**config.mk**
```make
export PLATFORM = sky130hd
export DESIGN_NAME = mc_datapath
export DESIGN_NICKNAME = d
export VERILOG_FILES = /design/src/rtl/mc_datapath.sv
export SDC_FILE = /design/constraint.sdc
export NUM_CORES = 1
export LEC_CHECK = 0
export BUFFER_PORTS_ARGS = -buffer_cell sky130_fd_sc_hd__buf_2
export CORE_MARGIN = 3
export CORE_UTILIZATION = 27
export DETAILED_ROUTE_END_ITERATION = 12
export HOLD_SLACK_MARGIN = 0.05
export PLACE_DENSITY = 0.46
export SLEW_MARGIN = 20
export SYNTH_ARGS = -nofsm -noshare
export SYNTH_HDL_FRONTEND = slang
export SYNTH_SLANG_ARGS = --single-unit
```
**constraint.sdc**
```tcl
create_clock -name clk -period 5.3 [get_ports clk]
set_input_delay 0.53 -clock clk [delete_from_list [all_inputs] [get_ports clk]]
set_output_delay 0.53 -clock clk [all_outputs]
set_load 0.02 [all_outputs]
```
**src/rtl/mc_datapath.sv**
```systemverilog
// rtl/mc_datapath.sv - multi-cycle CPU datapath with sequencer FSM and req/ack memory port
module mc_datapath #(
    parameter int            DW       = 16,
    parameter int            AW       = 16,
    parameter int            NREG     = 4,
    parameter logic [AW-1:0] RESET_PC = '0
) (
    input  logic          clk,
    input  logic          rst,
    input  logic          start,
    output logic          mem_req,
    output logic          mem_we,
    output logic [AW-1:0] mem_addr,
    output logic [DW-1:0] mem_wdata,
    input  logic [DW-1:0] mem_rdata,
    input  logic          mem_ack,
    output logic          halted,
    output logic          illegal,
    output logic [2:0]    flags,
    output logic [AW-1:0] dbg_pc,
    output logic [DW-1:0] dbg_ir
);
    localparam int RW = $clog2(NREG);

    localparam logic [2:0] S_IDLE   = 3'd0;
    localparam logic [2:0] S_FETCH  = 3'd1;
    localparam logic [2:0] S_DECODE = 3'd2;
    localparam logic [2:0] S_EXEC   = 3'd3;
    localparam logic [2:0] S_MEM    = 3'd4;
    localparam logic [2:0] S_WB     = 3'd5;
    localparam logic [2:0] S_HALT   = 3'd6;

    localparam logic [3:0] OP_ALU  = 4'b0000;
    localparam logic [3:0] OP_ADDI = 4'b0001;
    localparam logic [3:0] OP_LD   = 4'b0010;
    localparam logic [3:0] OP_ST   = 4'b0011;
    localparam logic [3:0] OP_BEQZ = 4'b0100;
    localparam logic [3:0] OP_HALT = 4'b1111;

    logic [2:0]    state;
    logic [AW-1:0] pc;
    logic [AW-1:0] mar;
    logic [DW-1:0] ir;
    logic [DW-1:0] a;
    logic [DW-1:0] b;
    logic [DW-1:0] result;
    logic [2:0]    flag_q;
    logic [DW-1:0] regs [NREG];

    logic [3:0]    op;
    logic [RW-1:0] rd;
    logic [RW-1:0] rs;
    logic [DW-1:0] imm_ext;
    logic [2:0]    funct;
    logic          op_defined;

    assign op      = ir[DW-1 -: 4];
    assign rd      = ir[DW-5 -: RW];
    assign rs      = ir[DW-5-RW -: RW];
    assign imm_ext = {{(DW-8){ir[7]}}, ir[7:0]};
    assign funct   = ir[2:0];

    assign op_defined = (op == OP_ALU) || (op == OP_ADDI) || (op == OP_LD) ||
                        (op == OP_ST)  || (op == OP_BEQZ) || (op == OP_HALT);

    logic [DW:0]   sum;
    logic [DW-1:0] alu_res;
    logic          alu_c;

    // One extra bit on the adder gives carry for ADD and borrow for SUB.
    always_comb begin
        sum     = '0;
        alu_res = '0;
        alu_c   = 1'b0;
        if (op == OP_ADDI) begin
            sum     = {1'b0, a} + {1'b0, imm_ext};
            alu_res = sum[DW-1:0];
            alu_c   = sum[DW];
        end else begin
            case (funct)
                3'b000: begin
                    sum     = {1'b0, a} + {1'b0, b};
                    alu_res = sum[DW-1:0];
                    alu_c   = sum[DW];
                end
                3'b001: begin
                    sum     = {1'b0, a} - {1'b0, b};
                    alu_res = sum[DW-1:0];
                    alu_c   = sum[DW];
                end
                3'b010: alu_res = a & b;
                3'b011: alu_res = a | b;
                3'b100: alu_res = a ^ b;
                3'b101: alu_res = ~b;
                3'b110: begin
                    alu_res = {b[DW-2:0], 1'b0};
                    alu_c   = b[DW-1];
                end
                default: begin
                    alu_res = {1'b0, b[DW-1:1]};
                    alu_c   = b[0];
                end
            endcase
        end
    end

    always_ff @(posedge clk or posedge rst) begin
        if (rst) begin
            state  <= S_IDLE;
            pc     <= RESET_PC;
            mar    <= '0;
            ir     <= '0;
            a      <= '0;
            b      <= '0;
            result <= '0;
            flag_q <= '0;
            for (int i = 0; i < NREG; i++) regs[i] <= '0;
        end else begin
            case (state)
                S_IDLE: if (start) state <= S_FETCH;
                S_FETCH: begin
                    if (mem_ack) begin
                        ir    <= mem_rdata;
                        pc    <= pc + AW'(1);
                        state <= S_DECODE;
                    end
                end
                S_DECODE: begin
                    a     <= regs[rd];
                    b     <= regs[rs];
                    mar   <= regs[rs][AW-1:0];
                    state <= S_EXEC;
                end
                S_EXEC: begin
                    case (op)
                        OP_ALU, OP_ADDI: begin
                            result <= alu_res;
                            flag_q <= {alu_res[DW-1], alu_c, alu_res == '0};
                            state  <= S_WB;
                        end
                        OP_LD, OP_ST: state <= S_MEM;
                        OP_BEQZ: begin
                            if (a == '0) pc <= pc + imm_ext[AW-1:0];
                            state <= S_WB;
                        end
                        OP_HALT: state <= S_HALT;
                        default: state <= S_WB;
                    endcase
                end
                S_MEM: begin
                    if (mem_ack) begin
                        if (op == OP_LD) regs[rd] <= mem_rdata;
                        state <= S_FETCH;
                    end
                end
                S_WB: begin
                    if (op == OP_ALU || op == OP_ADDI) regs[rd] <= result;
                    state <= S_FETCH;
                end
                S_HALT: state <= S_HALT;
                default: state <= S_IDLE;
            endcase
        end
    end

    // Port outputs decode straight from state so an async reset drops mem_req at once.
    assign mem_req   = (state == S_FETCH) || (state == S_MEM);
    assign mem_we    = (state == S_MEM) && (op == OP_ST);
    assign mem_addr  = (state == S_FETCH) ? pc : (state == S_MEM) ? mar : '0;
    assign mem_wdata = mem_we ? a : '0;
    assign halted    = (state == S_HALT);
    assign illegal   = (state == S_EXEC) && !op_defined;
    assign flags     = flag_q;
    assign dbg_pc    = pc;
    assign dbg_ir    = ir;
endmodule

```
Yosys cells after proc, flatten, opt, wreduce, memory -nomap -nowiden:

Cells that the tools add are included.

* flip-flop bits (word level): 150
* input bits: 20

* add/subtract/negate cells: 5
* order comparisons: 3
* equality and inequality tests: 24
* mux-type cells: 30
* bitwise logic cells: 6
* reductions and logical operators: 25

Operator list (number)
* $mux W16: 12
* $mux W64: 3
* $bwmux W64: 2
* $pmux W64 S2: 1
* $pmux W16 S7: 1
* $bmux W16 S2: 2
* $add A16 B16 Y17: 2
* $demux W16 S2: 1
* $logic_not A16 Y1: 2
* $pmux W16 S2: 1
* $pmux W3 S7: 1
* $eq A3 B3 Y1 const B: 6
* $sub A16 B16 Y17: 1
* $add A16 B1 Y16 const B: 1
* $add A16 B16 Y16: 1
* $and A16 B16 Y16: 1
* $not A16 Y16: 1
* $or A16 B16 Y16: 1
* $xor A16 B16 Y16: 1
* $ne A2 B2 Y1 const B: 7
* $eq A3 B2 Y1 const B: 4
* $mux W3: 3
* $eq A4 B2 Y1 const B: 2
* $reduce_and A4 Y1: 2
* other kinds (20): 34

Logic depth before layout (Yosys ltp):

* word-level depth: 9
* mapped depth: 17
* gate-level depth less buffers: 15

Worst setup path after synthesis:

OpenSTA, ideal clock, no wires.

* path type: register to register
* from: register ir[0], in the netlist dbg_ir[0]
* to: register pc[14], in the netlist dbg_pc[14]
* library setup time: 0.069 ns
* arrival: 3.081 ns
* slack: 2.150 ns
* cell stages (with the launch flop): 17
* path through: dfrtp_1 buf_2 inv_1 clkbuf_1 nand2_1 ha_1 inv_1 fa_1 nor2b_1 o21ai_0 a21oi_1 o21ai_0 a21oi_1 o2111ai_1 a311oi_1 or4_1 nand3_1

* word-level cells in the longest chain between the ends: 4

Ends and longest elaborated chain
* from (decl): line 43 `logic [DW-1:0] ir;`
* from (signal assigned): line 123 `ir <= mem_rdata;`
* $add A16 B16 Y16: line 143 `if (a == '0) pc <= pc + imm_ext[AW-1:0];`
* $mux W16: line 143
* $mux W16: line 135 `case (op)`
* $pmux W16 S2: line 119 `case (state)`
* to (signal assigned): line 124 `pc <= pc + AW'(1);`
* to (signal assigned): line 143
* to (decl): line 41 `logic [AW-1:0] pc;`

Every way passes these cells. The select of a mux whose other input is x is not followed.
A chain may end at the register's enable or synchronous reset.

Final worst setup path:

* from: register ir[1], in the netlist dbg_ir[1]
* to: register flag_q[0], in the netlist flags[0]

* word-level cells in the longest chain between the ends: 4
* elaborated cells on any way between the ends: 11
* those cells by class: add/sub: 1; eq/ne: 6; mux: 2; reduce/logical: 2

Ends and longest elaborated chain
* parallel branches: the longest is 2 deep, another holds $add A16 B16 Y17
* $mux W16 *: line 75 `if (op == OP_ADDI) begin`
* $logic_not A16 Y1 *: line 138 `flag_q <= {alu_res[DW-1], alu_c, alu_res == '0};`
* to (signal assigned): line 138
* to (decl): line 47 `logic [2:0] flag_q;`

Every way passes the cells marked *.

==> summary by stage <==
Outcome
The flow ran to the end, and the final reports show no timing, DRC or antenna violations.

Place
The instance area at placement is approximately 12000 µm². In this run the tool buffered the top-level ports with 90 buffer cells. Routability-driven placement finished with a final weighted congestion of 0.914. Summed over all nets, the half-perimeter wirelength after detailed placement is about 33000 µm.

Timing
The clock skew after layout is 12.7 ps. The tightest slew margin relative to the limit is a little over a third. The count of pins over their slew limit is 0.

The sum of negative setup slack is 0 ps. Setup repair after global routing left no endpoint under its margin. Setup violations remaining at the end of the flow were counted as 0. At the pin with the least slew margin, the transition time is between 900 and 1000 ps. The routed design could run at a clock period as short as about 4000 ps. The number of endpoints with negative hold slack in the final report is 0. The final critical-path share of the clock period is ~76%. The highest clock rate is 248 MHz.

CTS
After clock tree synthesis, the setup repair step added 0 buffers. The tree is rooted in a clkbuf_16. TritonCTS built the clock tree. The number of gates resized after cts is 0. The H-tree was split into 4 levels. The clock passes through at most 2 buffers. The clock edge transition at the registers on the reported setup and hold paths is 70 ps. After clock tree synthesis, the flow added hold-fix buffers numbering 0. The clock reaches the later pin of the worst-skew pair after approximately 440 ps. Clock tree synthesis found a total of 149 sinks.

The number of buffers added by the clock tree synthesis step is 17.

Route
For this block, the initial DRC count from the detailed router was between 900 and 1000. The routed wire length is around 44000 µm. The total vias in the final route is roughly 10000.

In the routed design, unresolved DRC markers number 0. Dividing the detail-routed wire length by the instance count gives between 20 and 25 µm. The count of nets left with antenna violations once routing finished came out at 0. The length of the first detailed-routing pass in iterations is 7.

The number of vias per cell is between 5 and 6.

Final layout
In the final design database the tool counted approximately 1500 nets. The area growth from synthesis to layout is 14.2%. The number of antenna repair diodes is 0.

Cells fill 31.6% of the core in the end. Of the cells placed in the final design, the portion with a size suffix greater than 1 is ~16%. After routing the design area is about 13000 µm².

The filler cells instantiated in the layout total ~4400.

Floorplan
The initial core utilization is between 20 and 30%. The area enclosed by the die boundary is about 45000 µm². The placeable core region is around 41000 µm².

The die is between 200 and 250 µm wide. The I/O pin count is about 90. The cell row count is 74. The overall die height is roughly 210 µm.

Global routing
The first global-routing pass estimated around 67000 µm of wire. The number of antenna violations at the first check in global routing is 0. For this run the aggregate overflow at the end of global routing stands at 0. The number of global-route vias before repair is between 10000 and 15000. The pin count of the biggest net entering global routing is 80.

Across every metal layer, demand over resource in global routing totals 19.8%.

Setup path
The number of buffer and inverter stages on the critical path is 1. The worst-path cell with the longest stage delay is dfrtp_1. The type of the worst setup path is flip-flop to flip-flop. The worst setup path is launched from a flip-flop. The critical path's top delay family is compound AO/OA/AOI/OAI gates.

In this run the number of cells on the critical path is 11. Walking the worst path, the cells encountered are buf_4 -> fa_1 -> a21o_1 -> nand4_1 -> nand3_1 -> a311oi_1 -> o21ai_0 -> xnor2_1 -> o22ai_1 -> or4b_1 -> o21ai_1. The arrival time at the worst endpoint is 4410 ps. At the worst endpoint, the required time is 5670 ps.

The worst register-to-register path has a depth of 11. Of all nets on the critical path, the largest fanout is 20. STA classifies the critical path endpoint as a flip-flop. In this design, the stage delay of the slowest critical-path cell is roughly 710 ps.

Pwr
The part of the total power dissipated in sequential elements is between 20% and 30%. For this design the total switching power over the nets is between 4000 and 5000 µW. In this run the static leakage power is about 0.006 µW. Of the total power, the share spent switching nets is 50.5%. Dividing total power by cell area gives a power density of ~660 nW/µm². Internal power comes to about 4300 µW. Per report_power, the clock group accounts for 15.9% of the total. The maximum ir drop on the vdd rail is approximately 0.31 mV. Combinational cells account for around 60% of the total power.

Run
The number of max-cap violations is 0.

Logic synthesis
The synthesis warning total is 0. The mapped netlist covers between 10000 and 15000 µm². Yosys mapped a number of flops with a built-in enable equal to 0. The count of state elements after synthesis is roughly 150. The proportion of register bits with asynchronous set or reset after synthesis is 100%. Synthesis produced a netlist with a net count of roughly 1400. For this run, the leading register cell type out of synthesis is dfrtp_1.

Synthesis handed over a netlist of between 1000 and 1500 instances. Of the synthesized area, sequential elements account for 32.6%. In this run the mean area of a mapped cell was about 8.7 µm². The unique cell type count in the Yosys netlist is 81.

Hold path
The worst hold path belongs to the class input pin to asynchronous set/reset pin.
[power groups by stage]
stage	clock network [µW]	logic [µW]	registers [µW]
floorplan	0	3530	1950
global placement	0	5070	2130
detailed placement	0	5060	2140
CTS	1420	5080	2120
global route	1460	5620	2180
finish	1380	5160	2130
[placed cells by master (no fill, tap or decap), drive strengths merged, types with 6 or more instances in the layout]
| cell type | Yosys | layout |
|---|---|---|
| clkbuf | 56 | 19 |
| and2 | 24 | 24 |
| ha | 83 | 83 |
| buf | 30 | 116 |
| o21ai | 153 | 153 |
| xnor2 | 15 | 15 |
| nor4 | 15 | 15 |
| mux2 | 17 | 17 |
| a2111oi | 7 | 7 |
| or2 | 6 | 6 |
| nor2 | 72 | 72 |
| a22o | 19 | 19 |
| nand4 | 6 | 6 |
| nand2b | 11 | 11 |
| o211ai | 8 | 8 |
| a21o | 18 | 18 |
| a31oi | 8 | 8 |
| o21bai | 9 | 9 |
| mux2i | 24 | 24 |
| o2111ai | 6 | 6 |
| nand3 | 18 | 18 |
| o22ai | 15 | 15 |
| a221oi | 15 | 15 |
| and3 | 10 | 10 |
| a311oi | 6 | 6 |
| nand2 | 181 | 181 |
| a211oi | 13 | 13 |
| o221ai | 6 | 6 |
| o31ai | 9 | 9 |
| or3 | 8 | 8 |
| a21oi | 80 | 80 |
| nor2b | 14 | 14 |
| inv | 70 | 74 |
| xor2 | 6 | 6 |
| mux4 | 32 | 32 |
| dfrtp | 149 | 149 |
| nor3 | 28 | 28 |
[logic make-up (layout without fill, tap and decap cells)]
logic type / Yosys count / count (layout) / share of synthesized area (%)
flip-flops: 149 / 149 / 32.6
AND/OR/NAND/NOR: 416 / 416 / 17.2
multiplexers: 73 / 73 / 10.1
XOR/XNOR: 21 / 21 / 1.61
buffers and inverters: 156 / 218 / 5.63
adder cells (fa/ha/maj): 87 / 87 / 9.79
AO/OA/AOI/OAI: 408 / 408 / 23.1
[worst paths after layout]
path	startpoint	to	slack, ps
worst min-delay path	rst	regs[47]	210
worst min register to register	result[11]	result[11]	490
worst max register to register	dbg_ir[1]	flags[0]	1270
min in group clk	mem_rdata[2]	dbg_ir[2]	340
max in group asynchronous	rst	dbg_pc[15]	3940
worst max-delay path	dbg_ir[1]	flags[0]	1270
[state kept, by name, summed over array words and instances (netlist names)]
name    cells
dbg_pc     16
b          16
flags       2
a          16
regs       64
result     16
state       3
dbg_ir     16
[synthesized netlist by cell type (17+ instances only)]
cell        n  area (µm²)
a21oi_1    80         400
dfrtp_1   149        3730
inv_1      70         263
mux2_2     17         191
a22o_1     19         166
clkbuf_1   56         210
nor2_1     72         270
nor3_1     28         140
a21o_1     18         135
ha_1       83        1040
o21ai_0   151         756
mux2i_1    24         240
nand3_1    18        90.1
nand2_1   181         679
mux4_2     32         721
and2_1     22         138
[routing by layer]
metal	share of wire, %	wire [µm]	GRT usage (%)
met5	0	0	0
met4	5.9	2580	11.0
met3	4.9	2180	3.32
met2	45	19600	29.8
met1	45	19600	27.1
[final cells by class]
class / count / area (µm²) / area share [%]
flip-flops and latches: 149 / 3730 / 28.6
well taps: 532 / 666 / 5.10
clock buffers: 19 / 433 / 3.32
multi-input cells: 1005 / 7090 / 54.3
inverters: 70 / 268 / 2.05
clock inverters: 13 / 220 / 1.69
repair buffers: 116 / 649 / 4.97
[per-stage QoR]
stage | worst slack [ps] | cells | hold WS [ps] | power, µW
2_1_floorplan | 762 | 1310 | 445 | 5480
3_3_place_gp | 1240 | 1871 | 465 | 7200
3_5_place_dp | 1290 | 1872 | 469 | 7200
4_1_cts | 1280 | 1904 | 239 | 8620
5_1_grt | 1030 | 1904 | 258 | 9270
6_report | 1270 | 1904 | 210 | 8660
Note: power is estimated with default switching activity, not from simulation.
